[src/rtl/ssd_scan_decoder_pkg.sv]
// ssd_pkg: constants shared between the 7-segment driver and this scan decoder.
//  - SEG_0..SEG_F : active-low cathode patterns {g,f,e,d,c,b,a} for hex 0-F
//  - SEG_BLANK    : all segments dark
//  - state_t      : scan-decoder FSM state encoding
package ssd_pkg;

  localparam logic [6:0] SEG_0 = 7'b1000000;
  localparam logic [6:0] SEG_1 = 7'b1111001;
  localparam logic [6:0] SEG_2 = 7'b0100100;
  localparam logic [6:0] SEG_3 = 7'b0110000;
  localparam logic [6:0] SEG_4 = 7'b0011001;
  localparam logic [6:0] SEG_5 = 7'b0010010;
  localparam logic [6:0] SEG_6 = 7'b0000010;
  localparam logic [6:0] SEG_7 = 7'b1111000;
  localparam logic [6:0] SEG_8 = 7'b0000000;
  localparam logic [6:0] SEG_9 = 7'b0010000;
  localparam logic [6:0] SEG_A = 7'b0001000;
  localparam logic [6:0] SEG_B = 7'b0000011;
  localparam logic [6:0] SEG_C = 7'b1000110;
  localparam logic [6:0] SEG_D = 7'b0100001;
  localparam logic [6:0] SEG_E = 7'b0000110;
  localparam logic [6:0] SEG_F = 7'b0001110;

  localparam logic [6:0] SEG_BLANK = 7'b1111111;

  typedef enum logic [1:0] {
    ST_IDLE  = 2'd0,
    ST_TRACK = 2'd1,
    ST_HOLD  = 2'd2
  } state_t;

endpackage

[src/rtl/ssd_scan_decoder_if.sv]
// ssd_scan_decoder_if: display bus plus decoded read-back outputs.
//  master : drives the display bus (an, seg[, dp]), observes decoded outputs
//  slave  : the scan decoder itself
//  Signals: an (active-low anodes), seg (active-low {g,f,e,d,c,b,a}),
//  value, digit_valid, digit_err, update; with SSD_DP_EN also dp and dp_out.
interface ssd_scan_decoder_if #(
  parameter int NUM_DIGITS = 4
);

  logic [NUM_DIGITS-1:0]   an;
  logic [6:0]              seg;
  logic [4*NUM_DIGITS-1:0] value;
  logic [NUM_DIGITS-1:0]   digit_valid;
  logic [NUM_DIGITS-1:0]   digit_err;
  logic                    update;
`ifdef SSD_DP_EN
  logic                    dp;
  logic [NUM_DIGITS-1:0]   dp_out;

  modport master (output an, seg, dp,
                  input  value, digit_valid, digit_err, update, dp_out);
  modport slave  (input  an, seg, dp,
                  output value, digit_valid, digit_err, update, dp_out);
`else
  modport master (output an, seg,
                  input  value, digit_valid, digit_err, update);
  modport slave  (input  an, seg,
                  output value, digit_valid, digit_err, update);
`endif

endinterface

[src/rtl/ssd_segment_decode.sv]
// ssd_segment_decode: combinational inverse of the hex-to-segment table.
//  seg      in  7  active-low cathodes {g,f,e,d,c,b,a}
//  nibble   out 4  decoded hex value (0 when not a hex pattern)
//  is_hex   out 1  seg matches one of the 16 driver patterns
//  is_blank out 1  seg is all dark
module ssd_segment_decode
  import ssd_pkg::*;
(
  input  logic [6:0] seg,
  output logic [3:0] nibble,
  output logic       is_hex,
  output logic       is_blank
);

  always_comb begin
    nibble   = 4'h0;
    is_hex   = 1'b1;
    is_blank = 1'b0;
    case (seg)
      SEG_0:     nibble = 4'h0;
      SEG_1:     nibble = 4'h1;
      SEG_2:     nibble = 4'h2;
      SEG_3:     nibble = 4'h3;
      SEG_4:     nibble = 4'h4;
      SEG_5:     nibble = 4'h5;
      SEG_6:     nibble = 4'h6;
      SEG_7:     nibble = 4'h7;
      SEG_8:     nibble = 4'h8;
      SEG_9:     nibble = 4'h9;
      SEG_A:     nibble = 4'hA;
      SEG_B:     nibble = 4'hB;
      SEG_C:     nibble = 4'hC;
      SEG_D:     nibble = 4'hD;
      SEG_E:     nibble = 4'hE;
      SEG_F:     nibble = 4'hF;
      SEG_BLANK: begin
        is_hex   = 1'b0;
        is_blank = 1'b1;
      end
      default:   is_hex = 1'b0;
    endcase
  end

endmodule

[src/rtl/ssd_scan_decoder.sv]
// ssd_scan_decoder: monitors a multiplexed active-low 7-segment bus and
// recovers the hex nibble shown on each digit.
//  clk, rst_n : clock, asynchronous active-low reset
//  bus (slave): an/seg in; value, digit_valid, digit_err, update out
//  Optional SSD_DP_EN: adds dp input and dp_out per-digit decimal-point outputs.
// A digit is captured once per stable dwell: the synced sample {an,seg[,dp]}
// must stay identical for STABLE_CYCLES samples while exactly one anode is low.
module ssd_scan_decoder
  import ssd_pkg::*;
#(
  parameter int NUM_DIGITS    = 4,
  parameter int STABLE_CYCLES = 16
) (
  input logic               clk,
  input logic               rst_n,
  ssd_scan_decoder_if.slave bus
);

  localparam int                    CW      = $clog2(STABLE_CYCLES);
  localparam logic [CW-1:0]         CNT_MAX = CW'(STABLE_CYCLES - 1);
  localparam int                    IW      = (NUM_DIGITS > 1) ? $clog2(NUM_DIGITS) : 1;
  localparam logic [NUM_DIGITS-1:0] ONE     = NUM_DIGITS'(1);

  logic [NUM_DIGITS-1:0]   an_p0, an_p1, an_p2;
  logic [6:0]              seg_p0, seg_p1, seg_p2;
  logic [CW-1:0]           cnt_q;
  state_t                  state_q, state_d;
  logic                    changed, one_hot, capture;
  logic [NUM_DIGITS-1:0]   an_low;
  logic [IW-1:0]           dig_idx;
  logic [IW+1:0]           nib_lsb;
  logic [3:0]              nibble;
  logic                    is_hex, is_blank;
  logic [4*NUM_DIGITS-1:0] value_q;
  logic [NUM_DIGITS-1:0]   valid_q, err_q;
  logic                    update_q;
`ifdef SSD_DP_EN
  logic                    dp_p0, dp_p1, dp_p2;
  logic [NUM_DIGITS-1:0]   dp_q;
`endif

  // Stage p0/p1: two-flop synchronizer; p2: previous synced sample
  always_ff @(posedge clk or negedge rst_n) begin
    if (!rst_n) begin
      an_p0  <= '1;
      an_p1  <= '1;
      an_p2  <= '1;
      seg_p0 <= '1;
      seg_p1 <= '1;
      seg_p2 <= '1;
`ifdef SSD_DP_EN
      dp_p0  <= 1'b1;
      dp_p1  <= 1'b1;
      dp_p2  <= 1'b1;
`endif
    end else begin
      an_p0  <= bus.an;
      an_p1  <= an_p0;
      an_p2  <= an_p1;
      seg_p0 <= bus.seg;
      seg_p1 <= seg_p0;
      seg_p2 <= seg_p1;
`ifdef SSD_DP_EN
      dp_p0  <= bus.dp;
      dp_p1  <= dp_p0;
      dp_p2  <= dp_p1;
`endif
    end
  end

  // Any field changing counts as one change, so a simultaneous an+seg
  // transition restarts the dwell only once.
  always_comb begin
    changed = (an_p1 != an_p2) || (seg_p1 != seg_p2);
`ifdef SSD_DP_EN
    changed = changed || (dp_p1 != dp_p2);
`endif
  end

  assign an_low  = ~an_p1;
  assign one_hot = (an_low != '0) && ((an_low & (an_low - ONE)) == '0);

  always_comb begin
    dig_idx = '0;
    for (int i = 0; i < NUM_DIGITS; i++) begin
      if (!an_p1[i]) dig_idx = IW'(i);
    end
  end

  assign nib_lsb = {dig_idx, 2'b00};

  ssd_segment_decode u_decode (
    .seg      (seg_p1),
    .nibble   (nibble),
    .is_hex   (is_hex),
    .is_blank (is_blank)
  );

  always_ff @(posedge clk or negedge rst_n) begin
    if (!rst_n)                cnt_q <= '0;
    else if (changed)          cnt_q <= '0;
    else if (cnt_q != CNT_MAX) cnt_q <= cnt_q + CW'(1);
  end

  always_ff @(posedge clk or negedge rst_n) begin
    if (!rst_n) state_q <= ST_IDLE;
    else        state_q <= state_d;
  end

  always_comb begin
    state_d = state_q;
    capture = 1'b0;
    if (changed) begin
      state_d = one_hot ? ST_TRACK : ST_IDLE;
    end else if (state_q == ST_TRACK && cnt_q == CNT_MAX) begin
      capture = 1'b1;
      state_d = ST_HOLD;
    end
  end

  // Output stage: per-digit registers, update pulses with the new values
  always_ff @(posedge clk or negedge rst_n) begin
    if (!rst_n) begin
      value_q  <= '0;
      valid_q  <= '0;
      err_q    <= '0;
      update_q <= 1'b0;
`ifdef SSD_DP_EN
      dp_q     <= '0;
`endif
    end else begin
      update_q <= capture;
      if (capture) begin
        if (is_hex) begin
          value_q[nib_lsb +: 4] <= nibble;
          valid_q[dig_idx]      <= 1'b1;
          err_q[dig_idx]        <= 1'b0;
        end else begin
          valid_q[dig_idx]      <= 1'b0;
          err_q[dig_idx]        <= ~is_blank;
        end
`ifdef SSD_DP_EN
        dp_q[dig_idx] <= ~dp_p1;
`endif
      end
    end
  end

  assign bus.value       = value_q;
  assign bus.digit_valid = valid_q;
  assign bus.digit_err   = err_q;
  assign bus.update      = update_q;
`ifdef SSD_DP_EN
  assign bus.dp_out      = dp_q;
`endif

endmodule
[src/flat_wrapper.sv]
// flat-port wrapper written by rule: the top's interface ports become plain ports
module ssd_scan_decoder_flat import ssd_pkg::*;
#(
  parameter int NUM_DIGITS    = 4,
  parameter int STABLE_CYCLES = 16
)
  (clk, rst_n, bus_an, bus_seg, bus_value, bus_digit_valid, bus_digit_err, bus_update);
  ssd_scan_decoder_if #(.NUM_DIGITS(NUM_DIGITS)) bus_i ();
  input logic clk;
  input logic rst_n;
  input wire logic [$bits(bus_i.an)-1:0] bus_an;
  input wire logic [$bits(bus_i.seg)-1:0] bus_seg;
  output wire logic [$bits(bus_i.value)-1:0] bus_value;
  output wire logic [$bits(bus_i.digit_valid)-1:0] bus_digit_valid;
  output wire logic [$bits(bus_i.digit_err)-1:0] bus_digit_err;
  output wire logic [$bits(bus_i.update)-1:0] bus_update;
  assign bus_i.an = bus_an;
  assign bus_i.seg = bus_seg;
  assign bus_value = bus_i.value;
  assign bus_digit_valid = bus_i.digit_valid;
  assign bus_digit_err = bus_i.digit_err;
  assign bus_update = bus_i.update;
  ssd_scan_decoder #(.NUM_DIGITS(NUM_DIGITS), .STABLE_CYCLES(STABLE_CYCLES)) u_core (.clk(clk), .rst_n(rst_n), .bus(bus_i));
endmodule
[config.mk]
export PLATFORM = sky130hd
export DESIGN_NAME = ssd_scan_decoder_flat
export DESIGN_NICKNAME = d
export VERILOG_FILES = /design/src/rtl/ssd_scan_decoder_pkg.sv /design/src/rtl/ssd_scan_decoder_if.sv /design/src/rtl/ssd_segment_decode.sv /design/src/rtl/ssd_scan_decoder.sv /design/src/flat_wrapper.sv
export SDC_FILE = /design/constraint.sdc
export NUM_CORES = 1
export LEC_CHECK = 0
export CELL_PAD_IN_SITES_DETAIL_PLACEMENT = 1
export CELL_PAD_IN_SITES_GLOBAL_PLACEMENT = 2
export CORE_MARGIN = 4
export CORE_UTILIZATION = 36
export DETAILED_ROUTE_END_ITERATION = 10
export GPL_TIMING_DRIVEN = 0
export PLACE_DENSITY = 0.82
export SLEW_MARGIN = 20
export SYNTH_ARGS = -nofsm -noshare
export SYNTH_HDL_FRONTEND = slang
export SYNTH_HIERARCHICAL = 1
export SYNTH_SLANG_ARGS = --single-unit
[constraint.sdc]
create_clock -name clk -period 3.4 [get_ports clk]
set_clock_uncertainty 0.1 [all_clocks]
set_input_delay 0.51 -clock clk [delete_from_list [all_inputs] [get_ports clk]]
set_output_delay 0.51 -clock clk [all_outputs]
set_load 0.01 [all_outputs]
==> impl_metrics.prom, run 1 <==
# TYPE chip_impl_metric gauge
chip_impl_metric{name="report.final.hold_viol_count",unit=""} 0
chip_impl_metric{name="totalNegativeSetupSlack",unit="ns"} 0
chip_impl_metric{name="gp_congestion",unit=""} 0.798
chip_impl_metric{name="ys_async_sr_fraction",unit="%"} 100
chip_impl_metric{name="post-place-cells",unit=""} 394
chip_impl_metric{name="cts_made_buffers",unit=""} 9
chip_impl_metric{name="initial_utilization",unit="%"} 37.5
chip_impl_metric{name="number_of_setup_buffers_added_after_cts",unit=""} 0
chip_impl_metric{name="post-route-worst-setup-slack",unit="ns"} 0.555
chip_impl_metric{name="place_hpwl",unit="mm"} 4.29
chip_impl_metric{name="via_count_of_the_first_global_routing_pass",unit=""} 2068
chip_impl_info{name="clock_tree_root",value="clkbuf_8"} 1
chip_impl_metric{name="ant_nets",unit=""} 0
chip_impl_info{name="outcome",value="finished, final reports clean"} 1
chip_impl_metric{name="synthesis.nets",unit=""} 276
chip_impl_metric{name="drcViolationCount",unit=""} 0
chip_impl_metric{name="n_antenna_cell",unit=""} 0
chip_impl_metric{name="htreeDepth",unit=""} 3
chip_impl_info{name="cts_tree",value="done"} 1
chip_impl_metric{name="finalCoreUtilization",unit="%"} 46.5
chip_impl_metric{name="post_synth_instance_area",unit="mm^2"} 0.00295
chip_impl_info{name="worst_setup_path_end_kind",value="flip-flop"} 1
chip_impl_metric{name="max_cap_violations",unit=""} 0
chip_impl_info{name="leading_cell_type_in_the_layout_fill_and_taps_excluded",value="clkdlybuf4s50_1"} 1
chip_impl_info{name="synth-main-ff-cell",value="dfstp_2"} 1
chip_impl_metric{name="filler_cell_count",unit=""} 872
chip_impl_metric{name="fp.coreArea",unit="mm^2"} 0.00785
chip_impl_info{name="synth_largest_area_cell",value="dfstp_2"} 1
chip_impl_metric{name="clock_sink_count",unit=""} 64
chip_impl_metric{name="relSlewSlack",unit="%"} 53.4
chip_impl_metric{name="design_power_total",unit="mW"} 1.51
chip_impl_metric{name="postCtsResizedCells",unit=""} 0
chip_impl_metric{name="synth-seq-area-share",unit="%"} 55.8
chip_impl_info{name="final_cell_mix",value="clkdlybuf4s50_1, dfstp_2, dfrtp_1, nand2_1, inv_1"} 1
chip_impl_info{name="setup.worst_path.class",value="reg2reg"} 1
chip_impl_metric{name="seq_area",unit="mm^2"} 0.00164
chip_impl_metric{name="boundaryPins",unit=""} 38
chip_impl_metric{name="synth_top_area_share",unit="%"} 29.4
chip_impl_metric{name="placement.setup.worst_slack",unit="ns"} 0.502
chip_impl_metric{name="arrival",unit="ns"} 2.95
chip_impl_metric{name="die_h",unit="um"} 98.5
chip_impl_metric{name="initial_drt_markers",unit=""} 32
chip_impl_metric{name="multiInputGateArea",unit="mm^2"} 0.00115
chip_impl_info{name="rsz0062_at_grt",value="false"} 1
chip_impl_metric{name="finalCriticalPeriod",unit="ns"} 2.85
chip_impl_metric{name="power.static_leakage",unit="nW"} 1.60
chip_impl_metric{name="layout.cells.non_filler",unit=""} 411
chip_impl_metric{name="largest_net_degree_at_the_start_of_global_routing",unit=""} 43
chip_impl_metric{name="antenna_violations_before_repair",unit=""} 0
chip_impl_metric{name="num-nets-final",unit=""} 326
chip_impl_metric{name="synthesis_warnings",unit=""} 6
chip_impl_metric{name="worst_pin_slew",unit="ns"} 0.692
chip_impl_metric{name="cts.clk_slew.worst_paths",unit="ns"} 0.07
chip_impl_metric{name="routedWlPerCell",unit="um"} 14.2
chip_impl_metric{name="netlist_instances",unit=""} 254
chip_impl_metric{name="routed_wirelength",unit="mm"} 5.83
chip_impl_metric{name="num_rows",unit=""} 32
chip_impl_metric{name="vdd_drop_max",unit="mV"} 0.261
chip_impl_metric{name="final-max-slew-violation-count",unit=""} 0
chip_impl_metric{name="grt_overflow",unit=""} 0
chip_impl_metric{name="die-area",unit="mm^2"} 0.00970
chip_impl_info{name="hold_path_class",value="reg2reg"} 1
chip_impl_metric{name="worst_case_clock_buffer_depth",unit=""} 2
chip_impl_metric{name="vias",unit=""} 2037
chip_impl_metric{name="syn-mean-instance-area",unit="um^2"} 11.6
chip_impl_metric{name="finalCritPeriodShare",unit="%"} 83.7
chip_impl_metric{name="die-width",unit="um"} 98.5
chip_impl_metric{name="setup_viol",unit=""} 0
chip_impl_metric{name="wire_length_of_the_first_global_routing_pass",unit="mm"} 10.2
chip_impl_metric{name="drt_pass1_iterations",unit=""} 5
chip_impl_metric{name="achievable-frequency",unit="MHz"} 351
chip_impl_metric{name="globalRouteTotalUtil",unit="%"} 13.1
chip_impl_metric{name="number_of_enable_type_register_cells_in_the_synthesized_netlist",unit=""} 0
chip_impl_info{name="synth_top_area_cells",value="dfstp_2, dfrtp_1, mux2i_1"} 1
chip_impl_metric{name="cp.required",unit="ns"} 3.50
chip_impl_metric{name="cp_max_fo",unit=""} 10
chip_impl_metric{name="synth-seq-cells",unit=""} 64
chip_impl_metric{name="cell_pwr_density",unit="mW/mm^2"} 414
chip_impl_metric{name="drive_above_1_share",unit="%"} 23.3
chip_impl_info{name="setup.worst_path.start_class",value="flip-flop"} 1
chip_impl_metric{name="area.growth.synth_to_final",unit="%"} 23.9
chip_impl_metric{name="synth_cell_types",unit=""} 52
chip_impl_metric{name="vias_per_cell",unit=""} 4.96
chip_impl_metric{name="cts_hold_buf",unit=""} 1
chip_impl_metric{name="clk-insertion-delay-late",unit="ns"} 0.34
chip_impl_metric{name="buffer_ports.inserted",unit=""} 37
[synth_stat cells, types with 2 or more instances]
library cell,n
dfstp_2,33
dfrtp_1,31
inv_1,21
nand2_1,21
mux2i_1,16
nor2_1,13
xor2_1,13
nand3_1,12
ha_1,9
mux2_2,6
nand4_1,6
buf_2,5
nor2b_1,5
o21ai_0,5
nor3b_1,4
nor4_1,4
a21oi_1,3
clkbuf_1,3
nand2b_1,3
nor4b_1,3
a22oi_1,2
a31oi_1,2
and3_1,2
nand3b_1,2
nor3_1,2
o2bb2ai_1,2
[layout make-up]
cell class                 instances  share of cell area, %
buffer                            11                   1.92
clock buffer                      10                   3.77
clock inverter                     6                   1.16
inverter                          21                   2.16
multi-input combinational        158                   31.6
sequential                        64                   45.0
tap                              102                   3.49
timing repair buffer              39                   10.9
[state kept, by name, summed over array words and instances (netlist names), named ones only]
register              cells
u_core/seg_p2             7
u_core/an_p0              4
u_core/bus.digit_err      4
u_core/an_p2              4
u_core/seg_p0             7
u_core/state_q            2
u_core/an_p1              4
u_core/bus.value         16
u_core/bus.update         1
u_core/cnt_q              4
u_core/seg_p1             7
[kinds of logic (layout without fill, tap and decap cells)]
| logic type | after synthesis | after routing | synth area share [%] |
|---|---|---|---|
| flip-flops | 64 | 64 | 55.8 |
| XOR/XNOR | 14 | 14 | 4.16 |
| buffers and inverters | 32 | 87 | 5.05 |
| AO/OA/AOI/OAI | 25 | 25 | 6.50 |
| AND/OR/NAND/NOR | 87 | 87 | 16.5 |
| adder cells (fa/ha/maj) | 9 | 9 | 3.82 |
| multiplexers | 23 | 23 | 8.24 |
[worst paths after layout]
check / start / to / slack [ns] / cells after the start
setup / recovery: u_core/seg_p1[4] / u_core/bus.value[10] / 0.55 / 8
hold / removal: u_core/seg_p0[1] / u_core/seg_p1[1] / 0.26 / 0
setup reg to reg: u_core/seg_p1[4] / u_core/bus.value[10] / 0.55 / 8
hold reg to reg: u_core/seg_p0[1] / u_core/seg_p1[1] / 0.26 / 0
max in group asynchronous: rst_n / u_core/seg_p1[0] / 2.13 / 3
min in group asynchronous: rst_n / u_core/bus.digit_err[3] / 0.50 / 2
[where the power goes]
| group | total, mW | switching, mW | internal [mW] | leakage (nW) |
|---|---|---|---|---|
| Sequential | 0.814 | 0.0157 | 0.798 | 0.779 |
| Combinational | 0.110 | 0.0660 | 0.0440 | 0.729 |
| Clock | 0.587 | 0.302 | 0.285 | 0.0887 |
| Total | 1.51 | 0.384 | 1.13 | 1.60 |
[worst max-delay path, cell delays in order, from the launching register on]
cell,delay [ns]
dfstp_2,0.55
clkbuf_1,0.35
and3_1,0.28
a22oi_1,0.11
o21ai_0,0.23
or3_1,0.14
clkbuf_1,0.34
nand4_1,0.39
mux2i_1,0.21
[layer usage]
layer / GRT usage (%) / wire (um) / vias to the layer above
met5: 0 / 0 / -
met4: 4.73 / 89 / 0
met3: 4.03 / 254 / 8
met2: 20.9 / 2860 / 35
met1: 16.8 / 2630 / 1020
li1: - / - / 974
[through the flow]
stage | hold WS [ns] | instance area (um^2)
after floorplan | 0.114 | 2950
after global placement | 0.246 | 3440
after detailed placement | 0.247 | 3460
after CTS | 0.258 | 3650
after global routing | 0.259 | 3650
final | 0.257 | 3650
(Power assumes the default switching activity.)
==> inputs of run 2 (changes only) <==
CORE_UTILIZATION = 33   (was 36)
PLACE_DENSITY = 0.79   (was 0.82)
clock period = 2.5 ns   (was 3.4 ns; I/O delays follow)
==> run 2 against run 1 <==
Via count is 0.88% lower. First-iteration DRC count stayed put. Core utilization decreased by 3.0 points. Setup slack got worse by 0.45 ns. Register-to-register slack lost 0.45 ns. Global-route usage is 0.25 points lower. Clock power increased by 75%. Combinational power rose by 42%. Sequential share of layout area fell by 1.8 points. Total power grew 52%. Critical path type unchanged. Critical path depth decreased by 2. Design area grew 4.1%.
==> impl_metrics.prom, run 2 (synthesis gave the netlist of run 1 again) <==
# TYPE chip_impl_metric gauge
chip_impl_metric{name="die_h",unit="um"} 102
chip_impl_metric{name="die-width",unit="um"} 102
chip_impl_metric{name="hold_depth",unit=""} 0
chip_impl_metric{name="cp_max_fo",unit=""} 8
chip_impl_metric{name="ant_nets",unit=""} 0
chip_impl_metric{name="clock_sink_count",unit=""} 64
chip_impl_info{name="leading_cell_type_in_the_layout_fill_and_taps_excluded",value="clkdlybuf4s50_1"} 1
chip_impl_metric{name="via_count_of_the_first_global_routing_pass",unit=""} 2171
chip_impl_metric{name="largest_register_ff_count",unit=""} 16
chip_impl_metric{name="boundaryPins",unit=""} 38
chip_impl_info{name="timing.rr.end",value="u_core/bus.value[1]"} 1
chip_impl_metric{name="max_cap_violations",unit=""} 0
chip_impl_metric{name="ff2ff_setup_slack",unit="ns"} 0.11
chip_impl_metric{name="achievable-frequency",unit="MHz"} 418
chip_impl_metric{name="fp.coreArea",unit="mm^2"} 0.00872
chip_impl_metric{name="cp.required",unit="ns"} 2.66
chip_impl_metric{name="finalCoreUtilization",unit="%"} 43.6
chip_impl_info{name="reg2reg_start",value="u_core/seg_p1[0]"} 1
chip_impl_metric{name="finalCriticalPeriod",unit="ns"} 2.39
chip_impl_metric{name="report.final.hold_viol_count",unit=""} 0
chip_impl_metric{name="vias",unit=""} 2019
chip_impl_metric{name="cts_made_buffers",unit=""} 9
chip_impl_metric{name="area.growth.synth_to_final",unit="%"} 29.0
chip_impl_metric{name="buffer_ports.inserted",unit=""} 37
chip_impl_metric{name="relSlewSlack",unit="%"} 53.1
chip_impl_info{name="worst_setup_path_end_kind",value="flip-flop"} 1
chip_impl_metric{name="clk-insertion-delay-late",unit="ns"} 0.34
chip_impl_metric{name="num-nets-final",unit=""} 331
chip_impl_metric{name="wire_length_of_the_first_global_routing_pass",unit="mm"} 10.5
chip_impl_metric{name="drt_pass1_iterations",unit=""} 2
chip_impl_metric{name="final-max-slew-violation-count",unit=""} 0
chip_impl_metric{name="reg2regPathDepth",unit=""} 6
chip_impl_metric{name="drive_above_1_share",unit="%"} 26.4
chip_impl_info{name="timing.hold.worst.start",value="u_core/seg_p0[4]"} 1
chip_impl_metric{name="cell_pwr_density",unit="mW/mm^2"} 604
chip_impl_metric{name="setup_viol",unit=""} 0
chip_impl_metric{name="antenna_violations_before_repair",unit=""} 0
chip_impl_metric{name="finalCritPeriodShare",unit="%"} 95.6
chip_impl_metric{name="n_antenna_cell",unit=""} 0
chip_impl_metric{name="initial_utilization",unit="%"} 33.8
chip_impl_metric{name="gp_congestion",unit=""} 0.827
chip_impl_info{name="clock_tree_root",value="clkbuf_8"} 1
chip_impl_info{name="rsz0062_at_grt",value="true"} 1
chip_impl_metric{name="worst_case_clock_buffer_depth",unit=""} 2
chip_impl_info{name="setup.worst_path.start_class",value="flip-flop"} 1
chip_impl_metric{name="routed_wirelength",unit="mm"} 6.12
chip_impl_metric{name="place_hpwl",unit="mm"} 4.37
chip_impl_info{name="setup.worst_path.class",value="reg2reg"} 1
chip_impl_metric{name="drcViolationCount",unit=""} 0
chip_impl_info{name="outcome",value="finished, final reports clean"} 1
chip_impl_info{name="min_to",value="u_core/seg_p1[4]"} 1
chip_impl_metric{name="largest_net_degree_at_the_start_of_global_routing",unit=""} 43
chip_impl_info{name="cts_tree",value="done"} 1
chip_impl_metric{name="num_rows",unit=""} 34
chip_impl_metric{name="initial_drt_markers",unit=""} 32
chip_impl_metric{name="grt_overflow",unit=""} 0
chip_impl_metric{name="routedWlPerCell",unit="um"} 14.5
chip_impl_metric{name="arrival",unit="ns"} 2.55
chip_impl_metric{name="vdd_drop_max",unit="mV"} 0.295
chip_impl_metric{name="die-area",unit="mm^2"} 0.0105
chip_impl_metric{name="detailed_place.area",unit="mm^2"} 0.00347
chip_impl_metric{name="cts.clk_slew.worst_paths",unit="ns"} 0.07
chip_impl_metric{name="globalRouteTotalUtil",unit="%"} 12.8
chip_impl_metric{name="power.static_leakage",unit="nW"} 1.67
chip_impl_metric{name="post-route-worst-setup-slack",unit="ns"} 0.109
chip_impl_info{name="hold_path_class",value="reg2reg"} 1
chip_impl_metric{name="placement.setup.worst_slack",unit="ns"} -0.406
chip_impl_metric{name="post-route-cell-area",unit="mm^2"} 0.00380
chip_impl_info{name="final_cell_mix",value="clkdlybuf4s50_1, dfstp_2, dfrtp_1, nand2_1, inv_1"} 1
chip_impl_metric{name="htreeDepth",unit=""} 3
chip_impl_metric{name="vias_per_cell",unit=""} 4.78
chip_impl_metric{name="totalNegativeSetupSlack",unit="ns"} 0
chip_impl_metric{name="worst_pin_slew",unit="ns"} 0.697
run 2: changes by cell type in the layout (fill, tap and decap cells not counted), sizes merged:
cell | previous run | this run
inv | 22 | 24
clkinvlp | 2 | 0
bufinv | 0 | 1
clkinv | 3 | 1
buf | 10 | 18
clkbuf | 13 | 11
run 2: how the worst max path moves through the flow:
stage	slack, ns	depth (start not counted)	start	endpoint
floorplan	0.17	8	u_core/seg_p1[3]	u_core/bus.value[3]
global placement	-1.03	1	rst_n	u_core/bus.value[10]
detailed placement	-0.41	8	u_core/seg_p1[4]	u_core/bus.value[7]
CTS	0.006	7	u_core/seg_p1[6]	u_core/bus.value[1]
global route	-0.09	6	u_core/an_p1[1]	u_core/bus.value[4]
finish	0.11	6	u_core/seg_p1[0]	u_core/bus.value[1]
run 2: layout make-up:
type,instances,area [um^2]
Buffer,8,70.1
Multi-Input combinational cell,158,1180
Clock buffer,11,174
Timing Repair Buffer,47,458
Clock inverter,5,65.1
Inverter,21,78.8
Tap cell,108,135
Fill cell,957,4920
Sequential cell,64,1640
run 2: timing repair:
action                                  in CTS  in global routing
resized for setup                            4                  6
cloned                                       0                  0
endpoints found under the hold margin       22                  0
buffers inserted                             3                  5
pin swaps                                    5                  4
hold buffers                                 1                  0
endpoints found under the setup margin      24                 21
run 2: per-layer routing:
| metal | global-route usage [%] | wire length (um) | up-vias |
|---|---|---|---|
| met4 | 5.75 | 44 | 0 |
| met3 | 2.84 | 231 | 4 |
| li1 | - | - | 976 |
| met1 | 16.1 | 2720 | 1008 |
| met5 | 0 | 0 | - |
| met2 | 21.3 | 3130 | 31 |
run 2: worst max-delay path: stages, from the launching register on:
cell and delay, ns:
dfstp_2 0.60, and3b_1 0.22, o31ai_4 0.29, nand4_4 0.14, or3_4 0.46, nand4_1 0.26
mux2i_1 0.23
run 2: power breakdown:
part / leakage [nW] / total (mW) / internal [mW] / switching (mW)
Sequential: 0.779 / 1.11 / 1.09 / 0.0254
Clock: 0.121 / 1.03 / 0.594 / 0.434
Combinational: 0.772 / 0.156 / 0.0683 / 0.0879
Total: 1.67 / 2.30 / 1.75 / 0.547
run 2: through the flow:
step	cells	hold slack, ns	total power, mW
4_1_cts	418	0.252	2.33
3_3_place_gp	399	0.245	1.27
2_1_floorplan	254	-0.0206	1.20
6_report	422	0.254	2.30
3_5_place_dp	400	0.199	1.28
5_1_grt	422	0.257	2.42
==> inputs of run 3 (changes only) <==
SLEW_MARGIN = default   (was 20)
==> run 3 against run 2 <==
Maximum frequency did not move. Design area barely moved. Global-route usage did not move. Critical path depth did not move. Sequential power barely moved. Non-clock buffer count did not move. Critical path type unchanged. Flip-flop and latch count did not move.
==> impl_metrics.prom, run 3 (synthesis gave the netlist of run 1 again) <==
# TYPE chip_impl_metric gauge
chip_impl_info{name="outcome",value="finished, final reports clean"} 1
chip_impl_metric{name="power.static_leakage",unit="nW"} 1.67
chip_impl_metric{name="cell_pwr_density",unit="mW/mm^2"} 604
chip_impl_metric{name="initial_utilization",unit="%"} 33.8
chip_impl_metric{name="clock_sink_count",unit=""} 64
chip_impl_info{name="worst_setup_path_end_kind",value="flip-flop"} 1
chip_impl_metric{name="die-width",unit="um"} 102
chip_impl_metric{name="hold_depth",unit=""} 0
chip_impl_info{name="critical-path-top-delay-family",value="simple AND/OR/NAND/NOR gates"} 1
chip_impl_metric{name="vias",unit=""} 2022
chip_impl_metric{name="buffer_ports.inserted",unit=""} 37
chip_impl_metric{name="wire_length_of_the_first_global_routing_pass",unit="mm"} 10.5
chip_impl_metric{name="die_h",unit="um"} 102
chip_impl_metric{name="htreeDepth",unit=""} 3
chip_impl_metric{name="routed_wirelength",unit="mm"} 6.12
chip_impl_metric{name="seq_area",unit="mm^2"} 0.00164
chip_impl_metric{name="antenna_violations_before_repair",unit=""} 0
chip_impl_metric{name="setup_viol",unit=""} 0
chip_impl_metric{name="gp_congestion",unit=""} 0.827
chip_impl_metric{name="worst_pin_slew",unit="ns"} 0.697
chip_impl_metric{name="boundaryPins",unit=""} 38
chip_impl_info{name="setup.worst_path.class",value="reg2reg"} 1
chip_impl_info{name="hold_path_class",value="reg2reg"} 1
chip_impl_metric{name="finalCritPeriodShare",unit="%"} 95.6
chip_impl_metric{name="largest_net_degree_at_the_start_of_global_routing",unit=""} 43
chip_impl_metric{name="worst_case_clock_buffer_depth",unit=""} 2
chip_impl_metric{name="num_rows",unit=""} 34
chip_impl_metric{name="largest_register_ff_count",unit=""} 16
chip_impl_metric{name="max_cap_violations",unit=""} 0
chip_impl_metric{name="cp.required",unit="ns"} 2.66
chip_impl_info{name="clock_tree_root",value="clkbuf_8"} 1
chip_impl_metric{name="finalCriticalPeriod",unit="ns"} 2.39
chip_impl_metric{name="area.growth.synth_to_final",unit="%"} 28.9
chip_impl_info{name="critical_path.cell_chain",value="and3b_1 > o31ai_4 > nand4_4 > or3_4 > nand4_1 > mux2i_1"} 1
chip_impl_metric{name="vias_per_cell",unit=""} 4.79
chip_impl_metric{name="arrival",unit="ns"} 2.55
chip_impl_metric{name="achievable-frequency",unit="MHz"} 418
chip_impl_metric{name="layout.cells.non_filler",unit=""} 422
chip_impl_metric{name="reg2regPathDepth",unit=""} 6
chip_impl_metric{name="relSlewSlack",unit="%"} 53.1
chip_impl_metric{name="drt_pass1_iterations",unit=""} 4
chip_impl_metric{name="detailed_place.area",unit="mm^2"} 0.00347
chip_impl_metric{name="drive_above_1_share",unit="%"} 26.4
chip_impl_metric{name="fp.coreArea",unit="mm^2"} 0.00872
chip_impl_metric{name="cts_made_buffers",unit=""} 9
chip_impl_metric{name="finalCoreUtilization",unit="%"} 43.6
chip_impl_metric{name="globalRouteTotalUtil",unit="%"} 12.8
chip_impl_metric{name="initial_drt_markers",unit=""} 32
chip_impl_metric{name="multiInputGateArea",unit="mm^2"} 0.00118
chip_impl_metric{name="totalNegativeSetupSlack",unit="ns"} 0
chip_impl_metric{name="final-max-slew-violation-count",unit=""} 0
chip_impl_metric{name="via_count_of_the_first_global_routing_pass",unit=""} 2171
chip_impl_metric{name="post-place-cells",unit=""} 400
chip_impl_metric{name="num-nets-final",unit=""} 331
chip_impl_info{name="leading_cell_type_in_the_layout_fill_and_taps_excluded",value="clkdlybuf4s50_1"} 1
chip_impl_metric{name="ant_nets",unit=""} 0
chip_impl_metric{name="routedWlPerCell",unit="um"} 14.5
chip_impl_metric{name="cp_max_fo",unit=""} 8
chip_impl_metric{name="clk-insertion-delay-late",unit="ns"} 0.34
chip_impl_metric{name="filler_cell_count",unit=""} 958
chip_impl_info{name="setup.worst_path.start_class",value="flip-flop"} 1
chip_impl_info{name="slowest_stage",value="dfstp_2"} 1
chip_impl_metric{name="drcViolationCount",unit=""} 0
chip_impl_info{name="cts_tree",value="done"} 1
chip_impl_metric{name="grt_overflow",unit=""} 0
chip_impl_metric{name="place_hpwl",unit="mm"} 4.37
chip_impl_info{name="rsz0062_at_grt",value="true"} 1
chip_impl_info{name="final_cell_mix",value="clkdlybuf4s50_1, dfstp_2, dfrtp_1, nand2_1, inv_1"} 1
chip_impl_metric{name="timing.critical_path.slowest_cell_delay",unit="ns"} 0.60
chip_impl_metric{name="path_depth",unit=""} 6
chip_impl_metric{name="n_antenna_cell",unit=""} 0
chip_impl_metric{name="report.final.hold_viol_count",unit=""} 0
chip_impl_metric{name="post-route-cell-area",unit="mm^2"} 0.00380
chip_impl_metric{name="critical_path.n_buffers_inverters",unit=""} 0
chip_impl_metric{name="vdd_drop_max",unit="mV"} 0.295
chip_impl_metric{name="cts.clk_slew.worst_paths",unit="ns"} 0.07
chip_impl_metric{name="die-area",unit="mm^2"} 0.0105
==> run 3: changes by cell type in the layout (fill, tap and decap cells not counted) <==
cell	previous run	this run
buf_4	12	11
buf_2	2	3
==> run 3: cell type report <==
type,instances,share of cell area (%)
plain buffers,8,1.84
clock buffers,11,4.58
clock inverters,5,1.71
inverters,21,2.08
multi-input cells,158,31.0
flip-flops and latches,64,43.2
well taps,108,3.56
repair buffers,47,12.0
==> run 3: final timing paths <==
path                                       start             endpoint  slack [ns]
min in group asynchronous                  rst_n      u_core/cnt_q[3]        0.45
worst max-delay path            u_core/seg_p1[0]  u_core/bus.value[1]        0.11
worst min-delay path            u_core/seg_p0[4]     u_core/seg_p1[4]        0.25
max in group asynchronous                  rst_n     u_core/seg_p0[5]        1.18
worst max register to register  u_core/seg_p1[0]  u_core/bus.value[1]        0.11
worst min register to register  u_core/seg_p0[4]     u_core/seg_p1[4]        0.25
==> run 3: where the power goes <==
part           switching [mW]  leakage [nW]  internal (mW)
logic                  0.0879         0.771         0.0678
registers              0.0254         0.779           1.09
clock network           0.434         0.121          0.594
total                   0.547          1.67           1.75
==> run 3: worst reg2reg max path, cell delays in order (launching register included) <==
cell,delay [ns]
dfstp_2,0.60
and3b_1,0.22
o31ai_4,0.29
nand4_4,0.14
or3_4,0.46
nand4_1,0.27
mux2i_1,0.23
==> run 3: layer usage <==
layer | vias to the layer above | track usage [%] | wire (um)
met1 | 1009 | 16.1 | 2710
met4 | 0 | 5.75 | 44
met2 | 33 | 21.3 | 3130
met3 | 4 | 2.84 | 233
li1 | 976 | - | -
met5 | - | 0 | 0
==> run 3: stage by stage <==
step           hold slack [ns]  power [mW]  setup WS, ns
4_1_cts                  0.252        2.33       0.00643
3_5_place_dp             0.247        1.28        -0.406
5_1_grt                  0.257        2.42       -0.0877
2_1_floorplan          -0.0206        1.20         0.167
6_report                 0.254        2.29         0.109
3_3_place_gp             0.245        1.27         -1.03
==> run 3: timing repair <==
item,4_1_cts,5_1_grt
gates resized for setup,4,6
pin swaps,5,4
setup buffers,3,5
hold buffers,1,0
setup endpoints to repair,24,21
hold endpoints to repair,22,0
